[src/rtl/card_deal_ctrl_pkg.sv]
// Shared card definitions: bus widths, color palette, covered-state code,
// LFSR seed, controller state encoding and small helpers.
package card_deal_ctrl_pkg;

  localparam int CARD_ADDRESS_SIZE = 5;
  localparam int CARD_COLOR_SIZE   = 4;
  localparam int CARD_STATE_SIZE   = 2;
  localparam int CARD_MAX_NUM_SIZE = 5;

  // Largest deck the memory can hold (addresses 1..30, address 0 unused).
  localparam int CARD_MAX_DECK = 30;

  localparam logic [CARD_STATE_SIZE-1:0] CARD_STATE_COVERED = 2'b01;
  localparam logic [15:0]                LFSR_SEED          = 16'hACE1;

  // One color per card pair; pair p occupies addresses 2p+1 and 2p+2 after FILL.
  localparam logic [CARD_COLOR_SIZE-1:0] PALETTE [0:14] = '{
    4'h3, 4'h5, 4'h6, 4'h9, 4'hA, 4'hC, 4'h1, 4'h2,
    4'h4, 4'h8, 4'h7, 4'hB, 4'hD, 4'hE, 4'hF
  };

  typedef enum logic [3:0] {
    ST_IDLE,
    ST_FILL,
    ST_PICK,
    ST_RD_I,
    ST_RD_J,
    ST_RD_WAIT,
    ST_WR_I,
    ST_WR_J,
    ST_DONE
  } deal_state_e;

  function automatic logic [CARD_COLOR_SIZE-1:0] palette_color(input logic [3:0] pair_idx);
    return PALETTE[pair_idx];
  endfunction

  // Round the request down to an even count and cap it at the deck size.
  function automatic logic [CARD_ADDRESS_SIZE-1:0] clamp_card_count(
    input logic [CARD_MAX_NUM_SIZE-1:0] num
  );
    logic [CARD_ADDRESS_SIZE-1:0] even;
    even = num & 5'b11110;
    return (even > 5'(CARD_MAX_DECK)) ? 5'(CARD_MAX_DECK) : even;
  endfunction

endpackage

[src/rtl/card_deal_ctrl_if.sv]
// Handshake and card-memory bus between the deal controller and its environment.
interface card_deal_ctrl_if;
  import card_deal_ctrl_pkg::*;

  logic                         start;
  logic [CARD_MAX_NUM_SIZE-1:0] num_of_cards;
  logic [CARD_COLOR_SIZE-1:0]   mem_rdata_color;
  logic                         mem_we;
  logic [CARD_ADDRESS_SIZE-1:0] mem_addr;
  logic [CARD_COLOR_SIZE-1:0]   mem_wdata_color;
  logic [CARD_STATE_SIZE-1:0]   mem_wdata_state;
  logic                         compute_done;
  logic                         busy;

  // Controller side.
  modport master (
    input  start, num_of_cards, mem_rdata_color,
    output mem_we, mem_addr, mem_wdata_color, mem_wdata_state, compute_done, busy
  );

  // Requester / memory side.
  modport slave (
    output start, num_of_cards, mem_rdata_color,
    input  mem_we, mem_addr, mem_wdata_color, mem_wdata_state, compute_done, busy
  );
endinterface

[src/rtl/card_deal_ctrl_lfsr16.sv]
// Free-running 16-bit Fibonacci LFSR, polynomial x^16+x^14+x^13+x^11+1.
module lfsr16
  import card_deal_ctrl_pkg::*;
(
  input  logic        clk,
  input  logic        rst,
  output logic [15:0] q
);

  logic [15:0] lfsr_q;
  logic [15:0] lfsr_d;

  // Right-shifting form: taps 16,14,13,11 sit at bits 0,2,3,5.
  always_comb begin
    lfsr_d = {lfsr_q[0] ^ lfsr_q[2] ^ lfsr_q[3] ^ lfsr_q[5], lfsr_q[15:1]};
  end

  // Shift every cycle; seed on reset.
  always_ff @(posedge clk or posedge rst) begin
    if (rst) lfsr_q <= LFSR_SEED;
    else     lfsr_q <= lfsr_d;
  end

  assign q = lfsr_q;

endmodule

[src/rtl/card_deal_ctrl.sv]
// Card deal controller: fills card memory with color pairs, then shuffles it
// in place with a Fisher-Yates pass driven by an LFSR (rejection sampling).
module card_deal_ctrl
  import card_deal_ctrl_pkg::*;
(
  input  logic             clk,
  input  logic             rst,
  card_deal_ctrl_if.master bus
);

  deal_state_e                  state_q, state_d;
  logic                         start_q;
  logic [CARD_ADDRESS_SIZE-1:0] n_q, n_d;
  logic [CARD_ADDRESS_SIZE-1:0] k_q, k_d;
  logic [CARD_ADDRESS_SIZE-1:0] i_q, i_d;
  logic [CARD_ADDRESS_SIZE-1:0] j_q, j_d;
  logic [CARD_COLOR_SIZE-1:0]   color_i_q, color_i_d;
  logic [CARD_COLOR_SIZE-1:0]   color_j_q, color_j_d;

  logic [15:0]                  lfsr;
  logic                         lfsr_unused;
  logic [CARD_ADDRESS_SIZE-1:0] cand;
  logic [CARD_ADDRESS_SIZE-1:0] req_n;
  logic [3:0]                   fill_pair;
  logic                         start_rise;
  logic                         deal_busy;

  logic                         mem_we;
  logic [CARD_ADDRESS_SIZE-1:0] mem_addr;
  logic [CARD_COLOR_SIZE-1:0]   mem_wdata_color;
  logic                         compute_done;

  lfsr16 u_lfsr (
    .clk (clk),
    .rst (rst),
    .q   (lfsr)
  );

  // Only the low bits feed the candidate index.
  assign lfsr_unused = ^lfsr[15:CARD_ADDRESS_SIZE];
  assign cand        = lfsr[CARD_ADDRESS_SIZE-1:0];
  assign req_n       = clamp_card_count(bus.num_of_cards);
  assign fill_pair   = 4'((k_q - 5'd1) >> 1);
  assign start_rise  = bus.start & ~start_q;
  assign deal_busy   = (state_q != ST_IDLE) && (state_q != ST_DONE);

  // Next-state and datapath update; dropping start while busy aborts the deal.
  always_comb begin
    state_d   = state_q;
    n_d       = n_q;
    k_d       = k_q;
    i_d       = i_q;
    j_d       = j_q;
    color_i_d = color_i_q;
    color_j_d = color_j_q;
    if (deal_busy && !bus.start) begin
      state_d = ST_IDLE;
    end else begin
      case (state_q)
        ST_IDLE: begin
          if (start_rise) begin
            n_d = req_n;
            if (req_n == '0) begin
              state_d = ST_DONE;
            end else begin
              k_d     = 5'd1;
              state_d = ST_FILL;
            end
          end
        end
        ST_FILL: begin
          if (k_q == n_q) begin
            i_d     = n_q;
            state_d = ST_PICK;
          end else begin
            k_d = k_q + 5'd1;
          end
        end
        ST_PICK: begin
          // Reject out-of-range candidates instead of reducing modulo i.
          if (cand < i_q) begin
            j_d     = cand + 5'd1;
            state_d = ST_RD_I;
          end
        end
        ST_RD_I:    state_d = ST_RD_J;
        ST_RD_J: begin
          color_i_d = bus.mem_rdata_color;
          state_d   = ST_RD_WAIT;
        end
        ST_RD_WAIT: begin
          color_j_d = bus.mem_rdata_color;
          state_d   = ST_WR_I;
        end
        ST_WR_I:    state_d = ST_WR_J;
        ST_WR_J: begin
          i_d     = i_q - 5'd1;
          state_d = (i_q == 5'd2) ? ST_DONE : ST_PICK;
        end
        ST_DONE: begin
          if (!bus.start) state_d = ST_IDLE;
        end
        default:    state_d = ST_IDLE;
      endcase
    end
  end

  // Memory bus and status outputs decoded from the current state.
  always_comb begin
    mem_we          = 1'b0;
    mem_addr        = '0;
    mem_wdata_color = '0;
    compute_done    = 1'b0;
    case (state_q)
      ST_FILL: begin
        mem_we          = bus.start;
        mem_addr        = k_q;
        mem_wdata_color = palette_color(fill_pair);
      end
      ST_RD_I: mem_addr = i_q;
      ST_RD_J: mem_addr = j_q;
      ST_WR_I: begin
        mem_we          = bus.start;
        mem_addr        = i_q;
        mem_wdata_color = color_j_q;
      end
      ST_WR_J: begin
        mem_we          = bus.start;
        mem_addr        = j_q;
        mem_wdata_color = color_i_q;
      end
      ST_DONE: compute_done = 1'b1;
      default: ;
    endcase
  end

  assign bus.mem_we          = mem_we;
  assign bus.mem_addr        = mem_addr;
  assign bus.mem_wdata_color = mem_wdata_color;
  assign bus.mem_wdata_state = CARD_STATE_COVERED;
  assign bus.compute_done    = compute_done;
  assign bus.busy            = deal_busy;

  // State and datapath registers.
  always_ff @(posedge clk or posedge rst) begin
    if (rst) begin
      state_q   <= ST_IDLE;
      start_q   <= 1'b0;
      n_q       <= '0;
      k_q       <= '0;
      i_q       <= '0;
      j_q       <= '0;
      color_i_q <= '0;
      color_j_q <= '0;
    end else begin
      state_q   <= state_d;
      start_q   <= bus.start;
      n_q       <= n_d;
      k_q       <= k_d;
      i_q       <= i_d;
      j_q       <= j_d;
      color_i_q <= color_i_d;
      color_j_q <= color_j_d;
    end
  end

endmodule

[src/flat_wrapper.sv]
// flat-port wrapper written by rule: the top's interface ports become plain ports
module card_deal_ctrl_flat import card_deal_ctrl_pkg::*;
  (clk, rst, bus_start, bus_num_of_cards, bus_mem_rdata_color, bus_mem_we, bus_mem_addr, bus_mem_wdata_color, bus_mem_wdata_state, bus_compute_done, bus_busy);
  card_deal_ctrl_if bus_i ();
  input  logic clk;
  input  logic rst;
  input wire logic [$bits(bus_i.start)-1:0] bus_start;
  input wire logic [$bits(bus_i.num_of_cards)-1:0] bus_num_of_cards;
  input wire logic [$bits(bus_i.mem_rdata_color)-1:0] bus_mem_rdata_color;
  output wire logic [$bits(bus_i.mem_we)-1:0] bus_mem_we;
  output wire logic [$bits(bus_i.mem_addr)-1:0] bus_mem_addr;
  output wire logic [$bits(bus_i.mem_wdata_color)-1:0] bus_mem_wdata_color;
  output wire logic [$bits(bus_i.mem_wdata_state)-1:0] bus_mem_wdata_state;
  output wire logic [$bits(bus_i.compute_done)-1:0] bus_compute_done;
  output wire logic [$bits(bus_i.busy)-1:0] bus_busy;
  assign bus_i.start = bus_start;
  assign bus_i.num_of_cards = bus_num_of_cards;
  assign bus_i.mem_rdata_color = bus_mem_rdata_color;
  assign bus_mem_we = bus_i.mem_we;
  assign bus_mem_addr = bus_i.mem_addr;
  assign bus_mem_wdata_color = bus_i.mem_wdata_color;
  assign bus_mem_wdata_state = bus_i.mem_wdata_state;
  assign bus_compute_done = bus_i.compute_done;
  assign bus_busy = bus_i.busy;
  card_deal_ctrl u_core (.clk(clk), .rst(rst), .bus(bus_i));
endmodule
[config.mk]
export PLATFORM = sky130hd
export DESIGN_NAME = card_deal_ctrl_flat
export DESIGN_NICKNAME = d
export VERILOG_FILES = /design/src/rtl/card_deal_ctrl_pkg.sv /design/src/rtl/card_deal_ctrl_if.sv /design/src/rtl/card_deal_ctrl_lfsr16.sv /design/src/rtl/card_deal_ctrl.sv /design/src/flat_wrapper.sv
export SDC_FILE = /design/constraint.sdc
export NUM_CORES = 1
export LEC_CHECK = 0
export CAP_MARGIN = 15
export CELL_PAD_IN_SITES_DETAIL_PLACEMENT = 0
export CELL_PAD_IN_SITES_GLOBAL_PLACEMENT = 2
export CORE_UTILIZATION = 38
export DETAILED_ROUTE_END_ITERATION = 12
export PLACE_DENSITY_LB_ADDON = 0.1
export SLEW_MARGIN = 20
export SYNTH_ARGS = -nofsm -noshare
export SYNTH_HDL_FRONTEND = slang
export SYNTH_SLANG_ARGS = --single-unit
[constraint.sdc]
create_clock -name clk -period 2.65 [get_ports clk]
set_clock_uncertainty 0.15 [all_clocks]
set_input_delay 0.53 -clock clk [delete_from_list [all_inputs] [get_ports clk]]
set_output_delay 0.53 -clock clk [all_outputs]
set_load 0.01 [all_outputs]
==> impl_metrics.csv <==
group,metric,value,unit
setup_path,critical_path.cell_chain,"inv_2 -> ha_4 -> nor3b_4 -> xnor2_2 -> buf_4 -> nand2_2 -> a31o_4 -> o22ai_2 -> buf_2",
clock_tree,cts.sinks,48,
placed_design,gp_congestion,0.7786,
setup_path,cp_max_fo,3,
sta,slew_violations,0,
clock_tree,cts_hold_buf,0,
placed_design,port_buffers,22,
clock_tree,htree_levels,2,
global_routing,globalRouteOverflowTotal,0,
status,outcome,"finished, violations left",
placed_design,dpl.hpwl,4.727,mm
clock_tree,insertion_delay,300,ps
layout,drive_above_1_share,41.96,%
detailed_routing,via_per_inst,5.109,
logic_synthesis,ys_top_cells_by_count,"dfrtp_1 (40), inv_1 (22), mux2_2 (16)",
logic_synthesis,ys_seq_elements,48,
layout,area_growth,34.88,%
logic_synthesis,synth_area,2723,um^2
logic_synthesis,syn_inst,247,
setup_path,critPathCaptureType,"output port",
logic_synthesis,synth-edff-count,0,
floorplanning,core_area,6869,um^2
logic_synthesis,synth_top_area_share,36.76,%
logic_synthesis,avgSynthCellArea,11.02,um^2
logic_synthesis,synthMostInstantiatedCell,"dfrtp_1",
layout,fin_util,53.46,%
setup_path,slowest_stage,"dfrtp_1",
sta,relSlewSlack,61.50,%
setup_path,required,1970,ps
clock_tree,clk_pin_slew,90,ps
sta,fin_crit_sh,102.3,%
global_routing,grt_util_all_layers,18.80,%
global_routing,first_global_vias,2126,
logic_synthesis,synth_ff_type,"dfrtp_1",
floorplanning,row_count,30,
setup_path,slowest_delay,410,ps
sta,setup_violations,2,
clock_tree,numCtsBuffers,5,
clock_tree,cts_tree,"yes",
detailed_routing,routed_wl,6.504,mm
sta,setup_ws,-61.47,ps
sta,hold-worst-slack,211.0,ps
detailed_routing,drc,0,
setup_path,arrival,2030,ps
detailed_routing,ant_nets,0,
sta,period_needed,2711,ps
flow_run,drv_cap,0,
hold_path,worstHoldPathType,"register to register",
logic_synthesis,ys_types,60,
global_routing,grt_pass1_wl,10.81,mm
layout,nets,340,
logic_synthesis,synthesis.nets,271,
sta,max_slew.worst_pin.slew,571.4,ps
detailed_routing,vias,2110,
power_and_ir_drop,p_leak,0.001707,uW
clock_tree,cts_root_buf,"clkbuf_8",
floorplanning,dieArea,7507,um^2
clock_tree,clock_path_buffers,2,
global_routing,antenna_found_initial,0,
global_routing,grt_max_degree,25,
setup_path,start_kind,"register",
logic_synthesis,yosysTopAreaCell,"dfrtp_1",
layout,insertedDiodeCount,0,
logic_synthesis,ys_async_sr_fraction,100.0,%
power_and_ir_drop,cellPowerDensity,1045,nW/um^2
sta,rsz0062_at_grt,"yes",
sta,finalHoldViolations,0,
floorplanning,die_h,86.65,um
floorplanning,die_w,86.65,um
floorplanning,start_util,39.64,%
detailed_routing,wl_per_cell,15.75,um
logic_synthesis,yosysSeqAreaShare,44.49,%
sta,clock.fmax,0.3688,GHz
detailed_routing,drtIter0Drc,187,
floorplanning,io_pins,26,
logic_synthesis,synthTopCellsByArea,"dfrtp_1 (37%), dfstp_2 (7.7%), mux2_2 (6.6%), ha_1 (5.5%), inv_1 (3.0%)",
setup_path,critPathKind,"register to output port",
power_and_ir_drop,ir_drop,399.0,uV
logic_synthesis,ys_warn_count,0,
detailed_routing,dr.pass1.iters,6,
status,failed_checks,"setup timing",
[flip-flops by register name, indices dropped and copies added, names as in the netlist]
name              cells
u_core.n_q            4
u_core.j_q            5
u_core.u_lfsr.q      16
u_core.k_q            5
u_core.i_q            5
u_core.color_i_q      4
u_core.color_j_q      4
u_core.state_q        4
u_core.start_q        1
[through the flow]
stage / cells / TNS, ps / power, uW / cell area, um^2 / setup WS, ps
floorplan: 247 / 0 / 2096 / 2730 / 20.34
finish: 413 / -96.04 / 3838 / 3672 / -61.47
CTS: 411 / -225.9 / 3657 / 3578 / -145.8
global placement: 394 / -1169 / 2797 / 3297 / -284.8
detailed placement: 394 / -1080 / 2807 / 3297 / -267.8
global route: 413 / -460.6 / 4094 / 3672 / -168.7
[where the power goes]
group          total (uW)  switching [uW]  internal [uW]
clock network         648             268            380
registers            1060             161            896
logic                2130            1040           1100
[repair_timing]
action / 4_1_cts / 5_1_grt
endpoints found under the setup margin: 10 / 10
hold endpoints to repair: 0 / 0
pin swaps: 7 / 15
setup buffers: 9 / 3
gates resized for setup: 45 / 22
[cell families after synthesis]
| kind of cell | share of synthesized area, % |
|---|---|
| xor+xnor | 4.826 |
| buf+inv | 5.193 |
| other cells | 0.2758 |
| flops | 44.49 |
| simple gates | 16.59 |
| compound gates | 13.88 |
| mux | 9.237 |
| fa+ha+maj | 5.515 |
[critical path, delay by kind of cell (launching register included)]
family          cells  cell delay [ps]
simple gates        2              270
xor+xnor            1              160
compound gates      2              340
buf+inv             3              370
flops               1              410
fa+ha+maj           1              160
[layout make-up]
class | count | area, um^2
sequential | 48 | 1215
inverter | 22 | 82.58
clock inverter | 3 | 68.82
multi-input combinational | 168 | 1534
clock buffer | 5 | 68.82
fill | 646 | 3197
timing repair buffer | 71 | 583.1
tap | 96 | 120.1
[per-layer routing]
layer	wire [um]	track usage, %	vias to the layer above
met5	0	0	-
met4	24	4.091	0
met3	147	2.857	2
met2	2983	27.85	36
met1	3348	28.81	1053
li1	-	-	1019
[layout by cell type, fill, tap and decap left out, drive strengths merged, types with 7 or more instances in the layout]
cell	Yosys	final
buf	9	53
a21oi	9	9
mux2	17	17
dfrtp	40	40
xnor2	7	7
clkdlybuf4s50	0	12
inv	22	23
nand2	15	15
ha	12	12
dfstp	8	8
xor2	8	8
nand3	7	7
nor2	13	13
[path summary, 6_finish.rpt]
path	startpoint	to	slack (ps)	cells past startpoint
max in group asynchronous	rst	u_core.u_lfsr.q[6]	1250	3
hold reg to reg	u_core.u_lfsr.q[8]	u_core.u_lfsr.q[7]	210	0
hold / removal	u_core.u_lfsr.q[8]	u_core.u_lfsr.q[7]	210	0
setup reg to reg	u_core.u_lfsr.q[2]	u_core.state_q[0]	190	6
setup / recovery	u_core.k_q[0]	bus_mem_wdata_color[3]	-60	9
min in group asynchronous	rst	u_core.start_q	430	2
Note: power is estimated with default switching activity, not from simulation.
